===== src/rtl/serv_shbuf.sv =====
// Operand-B / data word buffer for the serial core: holds the W-bit data word for
// stores, loads and shifts, with its own shift-amount counter so the word survives a shift.
module serv_shbuf #(
    parameter int W              = 32,
    parameter int BITS_PER_CYCLE = 1,
    parameter int SHW            = $clog2(W)
) (
    input  logic                               i_clk,
    input  logic                               i_rst,
    input  logic                               i_en,
    input  logic                               i_init,
    input  logic                               i_cnt_done,
    input  logic [1:0]                         i_lsb,
    input  logic                               i_byte_valid,
    input  logic                               i_shift_op,
    input  logic                               i_right_shift_op,
    input  logic                               i_op_b_sel,
    input  logic [BITS_PER_CYCLE-1:0]          i_rs2,
    input  logic [BITS_PER_CYCLE-1:0]          i_imm,
    output logic [BITS_PER_CYCLE-1:0]          o_op_b,
    output logic [BITS_PER_CYCLE-1:0]          o_q,
    output logic                               o_sh_done,
    output logic                               o_sh_done_r,
    output logic [$clog2(BITS_PER_CYCLE):0]    o_rem,
    output logic                               o_rem_valid,
    output logic [W-1:0]                       o_dat,
    input  logic                               i_load,
    input  logic [W-1:0]                       i_dat
);

    localparam int B  = BITS_PER_CYCLE;
    localparam int LB = $clog2(B);
    localparam logic [SHW:0] B_CNT = (SHW+1)'(B);
    localparam bit HAS_REM = (B > 1);

    typedef enum logic [1:0] {IDLE, FILL, COUNT, DONE} state_t;

    state_t          state;
    logic [W-1:0]    dat;
    logic [W-1:0]    dat_nxt;
    logic [SHW:0]    cnt;
    logic [SHW:0]    cnt_dec;
    logic            first_r;

    assign o_op_b = i_op_b_sel ? i_rs2 : i_imm;
    assign o_q    = dat[{i_lsb, 3'b000} +: B];
    assign o_dat  = dat;

    // Bus load wins over serial shift-in in every state
    always_comb begin
        dat_nxt = dat;
        if (i_load)
            dat_nxt = i_dat;
        else if ((i_en & i_byte_valid) | ((state == FILL) & i_en))
            dat_nxt = {o_op_b, dat[W-1:B]};
    end

    always_ff @(posedge i_clk or posedge i_rst) begin
        if (i_rst)
            dat <= '0;
        else
            dat <= dat_nxt;
    end

    // cnt steps by B, so its low LB bits stay equal to shamt mod B for the whole shift
    generate
        if (HAS_REM) begin : g_rem
            assign o_rem = {1'b0, cnt[LB-1:0]};
        end else begin : g_norem
            assign o_rem = '0;
        end
    endgenerate

    assign cnt_dec     = cnt - B_CNT;
    assign o_rem_valid = (state == COUNT) & first_r & i_right_shift_op & HAS_REM & (o_rem != '0);
    // Underflow into bit SHW marks the final step
    assign o_sh_done   = (state == COUNT) & ~o_rem_valid & cnt_dec[SHW];

    always_ff @(posedge i_clk or posedge i_rst) begin
        if (i_rst) begin
            state       <= IDLE;
            cnt         <= '0;
            first_r     <= 1'b0;
            o_sh_done_r <= 1'b0;
        end else begin
            o_sh_done_r <= o_sh_done;
            first_r     <= 1'b0;
            if (!i_shift_op && !i_init) begin
                state <= IDLE;
                cnt   <= '0;
            end else begin
                case (state)
                    IDLE: begin
                        if (i_init && i_shift_op && i_en)
                            state <= FILL;
                    end
                    FILL: begin
                        if (i_cnt_done && i_en) begin
                            state   <= COUNT;
                            cnt     <= {1'b0, dat_nxt[SHW-1:0]};
                            first_r <= 1'b1;
                        end
                    end
                    COUNT: begin
                        if (!o_rem_valid)
                            cnt <= cnt_dec;
                        if (o_sh_done)
                            state <= DONE;
                    end
                    DONE: begin
                        if (!i_shift_op)
                            state <= IDLE;
                    end
                    default: state <= IDLE;
                endcase
            end
        end
    end

endmodule


===== config.mk =====
export PLATFORM = sky130hd
export DESIGN_NAME = serv_shbuf
export DESIGN_NICKNAME = d
export VERILOG_FILES = /design/src/rtl/serv_shbuf.sv
export SDC_FILE = /design/constraint.sdc
export NUM_CORES = 1
export LEC_CHECK = 0
export BUFFER_PORTS_ARGS = -buffer_cell sky130_fd_sc_hd__buf_2
export CAP_MARGIN = 10
export CORE_MARGIN = 8
export CORE_UTILIZATION = 25
export CTS_CLUSTER_DIAMETER = 100
export DETAILED_ROUTE_END_ITERATION = 6
export SYNTH_ARGS = -nofsm -noshare
export SYNTH_HDL_FRONTEND = slang
export SYNTH_SLANG_ARGS = --single-unit

===== constraint.sdc =====
create_clock -name i_clk -period 5.2 [get_ports i_clk]
set_clock_uncertainty 0.2 [all_clocks]
set_input_delay 1.3 -clock i_clk [delete_from_list [all_inputs] [get_ports i_clk]]
set_output_delay 1.3 -clock i_clk [all_outputs]
set_load 0.02 [all_outputs]

# == After elaboration in Yosys (flattened, before gate mapping) ==
# Index checks and enable logic that the tools add are counted.
# totals
register_bits,41
latch_bits,0
mem_bits_rw,0
romBits,0
in_bits,46
out_inout_bits,38
wordCells,41
memories,0
# op_classes
add_sub_neg,1
n_mul,0
n_div,0
order_cmp,0
eq_ne,7
n_shift,1
muxes,12
bitwise,4
reduce_logical,11
# ops
cell,n
$mux 32,2
$shiftx 32x6->1,1
$mux 6,2
$pmux 6 s2,1
$mux 2,5
$pmux 2 s4,1
$ne 3x3->1 const B,2
$sub 6x1->6 const B,1
$eq 2x2->1 const B,2
$logic_and 1x1->1,4
$reduce_and 4->1,1
$and 1x1->1,3
$ne 3x1->1 const B,1
$ne 3x2->1 const B,1
$reduce_bool 3->1,1
$eq 2x1->1 const B,1
$logic_not 1->1,2
$logic_not 2->1,1
$reduce_and 2->1,1
$reduce_bool 2->1,1
$mux 1,1
$or 1x1->1,1

# == Depth between registers and ports, before layout ==
# depth
depth_word,8
ltp_mapped,8

# == Least setup slack after synthesis ==
# No wires, ideal clock.
# synth_path
path_type,input port to output port
from,input port i_lsb[1]
to,output port o_q
arrival_ps,1846
t_required_ps,3700
slack_ps,1854
stages,1
cell_sequence,mux4_2
# synth_via
elab_chain_len,1
# synth_rtl
element,line_no,text
start: declaration,13,"input logic [1:0] i_lsb,"
$shiftx 32x6->1,46,"assign o_q = dat[{i_lsb, 3'b000} +: B];"
end: declaration,21,"output logic [BITS_PER_CYCLE-1:0] o_q,"
# Every way passes these cells.

# == Final worst setup path ==
# Same ends and word-level chain as after synthesis.

==> results.txt <==
In this run the deepest clock path goes through 2 buffers. In the routed layout, each cell is associated on average with a via count of 4.94. The met2 track demand over resource came out at 0.167. The violation count after the first detailed-route iteration came out at 281. The count of endpoints failing hold in the final timing report was 0.

Setup repair after global routing left no endpoint under its margin. After synthesis the netlist holds a flip-flop and latch count of 41. The area share of the largest cell type after synthesis came out at 0.517. The clock latency reported for the late side of the worst-skew pair is 0.29 ns. The post-route total power came out at 1.11 mW.

In the routed design, unresolved DRC markers number 0. The worst voltage drop across the vdd grid is 0.146 mV. The post-CTS setup buffer count is 0.

The count of buffers added on input and output ports is 80. The cell family contributing the most delay on the critical path is multiplexers. The worst slew slack as a fraction of its limit is 0.513. The compound-gate portion of the synthesized area is 0.250. The global route total overflow is 0. The via count of the first global-routing pass came out at 1,925.

The H-tree depth reported by CTS came out at 2. The min-delay analysis places its worst path in the category reg2reg. The post-cts sizing count is 0. After detailed routing, the average wire length per cell comes to 16.2 um.

The highest clock frequency the design can meet came out at 283 MHz. The routed layout has 1,790 vias. By area the synthesized netlist is led by sky130_fd_sc_hd__dfrtp_1 52%, sky130_fd_sc_hd__a222oi_1 16%, sky130_fd_sc_hd__inv_1 7.2%. The first-pass detailed-route iteration total came out at 7. The number of antenna diodes in the final layout is 0. The count of synthesis-stage warnings from yosys is 0. Of the post-synthesis cell area, the part taken by muxes is 0.0221. The proportion of synthesized flip-flops having asynchronous set or reset is 1.00.

The count of flip-flops with a built-in enable after synthesis came out at 0. The number of pins exceeding their max-slew limit in the final report came out at 0. The worst setup path is captured at an output port. The effective utilization at floorplan came out at 0.257. The final hold slack came out at 0.316 ns.

The hold buffer count at CTS came out at 0. The worst setup path is of the in2out kind. The mapped netlist covers 1980 um^2. After synthesis, the largest family of logic cells by area is compound AO/OA/AOI/OAI gates. Of the total synthesized cell area, the portion taken by full adders, half adders and majority gates is 0.0378. Detailed placement ended at an HPWL of 4.28 mm. The count of maximum capacitance violations is 0.

In this run, placement finished with an instance count of 355. The layer flagged by global routing as most heavily used is met2. Power spread over the standard cell area amounts to 426 nW/um^2. The area fraction in and, or, nand and nor cells after synthesis came out at 0.0675. The routing usage on met3 is 0.0485. The vertical extent of the die came out at 105 um. After the flow finishes, the layout carries non-filler instances totaling 362. The floorplan step defined a core boundary enclosing 7730 um^2. In the final timing run, aggregate negative setup slack is 0 ns.

The full die area came out at 11,000 um^2. For this run, the leading register cell type out of synthesis is sky130_fd_sc_hd__dfrtp_1. The final period utilization is 0.680. The unique cell type count in the Yosys netlist is 33. The most instantiated library cell after synthesis is sky130_fd_sc_hd__dfrtp_1. The global routing met1 resource utilization is 0.130. The site row count is 32.

The layout overhead on the synthesized area came out at 31.0%. Counting stages on the worst path, the most repeated cell is sky130_fd_sc_hd__buf_2. The slew at the pin closest to its max-slew limit is 0.724 ns. For this design the static power due to leakage is 1.35 nW.

The total I/O pin count came out at 84. The maximum fanout encountered on the critical timing path came out at 1. The total wirelength of the detailed-routed design came out at 5.88 mm. The number of filler instances in the final layout came out at 812.

The run finished with clean final reports. The largest net degree at the start of global routing came out at 42. The critical path data required time is 3.70 ns. The root buffer cell chosen for the clock tree is sky130_fd_sc_hd__clkbuf_8.

The largest individual stage delay along the critical path comes from the cell sky130_fd_sc_hd__mux4_2. TritonCTS created 5 clock buffers. Counting every instance in the synthesized netlist gives 180. The first global-routing pass estimated 9.70 mm of wire. For this run, the register share of the synthesized area comes to 0.517.

The mean area per synthesized cell came out at 11.0 um^2. STA classifies the critical path startpoint as an input pin. For this run, the total global-route usage over all layers was measured as 0.107. The placer's final routability congestion estimate came out at 0.771. The share of post-route cells with drive strength above 1 is 0.385. The clock period minus final worst setup slack came out at 3.54 ns. Walking the worst path, the cells encountered are buf_2 > mux4_2 > buf_2.

In this run the horizontal extent of the chip is 105 um. The number of routed nets with antenna violations came out at 0. The count of buffering cells on the critical path with inverters included came out at 2.

The number of setup violations in the final report is 0. At the end of the flow, the number of nets in the layout was 312. The synthesized design spends more area on one cell type than any other, namely sky130_fd_sc_hd__dfrtp_1. The synthesized-area fraction occupied by xor and xnor cells is 0.00441. For the worst setup path, the data arrival time is 2.04 ns.

The CTS tree is yes. The clock sink count came out at 41. The register clock-pin slew on the reported worst setup and hold paths is 0.07 ns. The commonest cells after synthesis are 41 x sky130_fd_sc_hd__dfrtp_1, 38 x sky130_fd_sc_hd__inv_1, 32 x sky130_fd_sc_hd__a222oi_1. In this design, the stage delay of the slowest critical-path cell is 0.47 ns. The initial antenna violation count was 0.
==> stage by stage <==
step,setup WS (ns),util,cell area [um^2]
finish,1.66,0.336,2600
global route,1.63,0.336,2600
CTS,1.67,0.336,2600
detailed placement,1.67,0.323,2500
global placement,1.67,0.323,2500
floorplan,1.85,-,1990
==> worst min-delay path: stages, from the launching register on <==
cell                       delay (ns)
sky130_fd_sc_hd__dfrtp_1         0.36
sky130_fd_sc_hd__a222oi_1        0.07
sky130_fd_sc_hd__inv_1           0.05
==> layer usage <==
layer  vias up  part of all wire
met4         0             0.011
li1        840                 -
met5         -                 0
met3         8              0.11
met1       859              0.42
met2        83              0.46
==> power breakdown <==
part	leakage (nW)	internal [mW]	switching (mW)
Combinational	0.785	0.170	0.248
Sequential	0.509	0.382	0.0591
Clock	0.0540	0.140	0.109
Total	1.35	0.691	0.416
==> cell usage in the layout (no fill, tap or decap), types with 2 or more instances in the layout <==
master | synthesis | routed
sky130_fd_sc_hd__or3_4 | 2 | 2
sky130_fd_sc_hd__nor2_1 | 5 | 4
sky130_fd_sc_hd__conb_1 | 1 | 2
sky130_fd_sc_hd__buf_2 | 2 | 80
sky130_fd_sc_hd__ha_1 | 6 | 6
sky130_fd_sc_hd__dfrtp_1 | 41 | 41
sky130_fd_sc_hd__inv_1 | 38 | 37
sky130_fd_sc_hd__nand3_1 | 3 | 3
sky130_fd_sc_hd__buf_4 | 2 | 4
sky130_fd_sc_hd__o221ai_1 | 4 | 4
sky130_fd_sc_hd__nand2_1 | 5 | 5
sky130_fd_sc_hd__o21ai_0 | 5 | 5
sky130_fd_sc_hd__clkbuf_8 | 0 | 5
sky130_fd_sc_hd__o21ai_1 | 2 | 2
sky130_fd_sc_hd__o211ai_1 | 2 | 2
sky130_fd_sc_hd__a21oi_1 | 2 | 2
sky130_fd_sc_hd__nor3_1 | 5 | 5
sky130_fd_sc_hd__a222oi_1 | 32 | 32
==> registers in the layout (all words and copies together), names as in the netlist <==
signal       count
o_dat           32
cnt              6
o_sh_done_r      1
state            2
==> logic make-up (layout without fill, tap and decap cells) <==
kind of cell             after synthesis  in the layout
AO/OA/AOI/OAI                         53             53
buffers and inverters                 50            129
flip-flops                            41             41
AND/OR/NAND/NOR                       25             25
adder cells (fa/ha/maj)                6              6
multiplexers                           3              3
other                                  1              2
XOR/XNOR                               1              1
==> final cells by class <==
| type | count | area (um^2) | area share |
|---|---|---|---|
| tap | 102 | 128 | 0.0491 |
| timing repair buffer | 84 | 430 | 0.166 |
| clock buffer | 5 | 68.8 | 0.0265 |
| multi-input combinational | 90 | 769 | 0.296 |
| inverter | 38 | 143 | 0.0549 |
| sequential | 41 | 1030 | 0.395 |
| clock inverter | 2 | 35.0 | 0.0135 |
==> final timing paths <==
path                                            start               endpoint  slack, ns  cells after the start
worst min-delay path            o_dat[12]$_DFFE_PP0P_  o_dat[11]$_DFFE_PP0P_       0.32                      2
worst min register to register  o_dat[12]$_DFFE_PP0P_  o_dat[11]$_DFFE_PP0P_       0.32                      2
min in group asynchronous                       i_rst     cnt[4]$_DFFE_PP0P_       0.91                      3
worst max register to register   state[1]$_DFFE_PP0P_     cnt[4]$_DFFE_PP0P_       2.94                      7
max in group asynchronous                       i_rst     o_dat[2]$_DFF_PP0_       3.51                      3
worst max-delay path                         i_lsb[1]                    o_q       1.66                      3
Note: power is estimated with default switching activity, not from simulation.
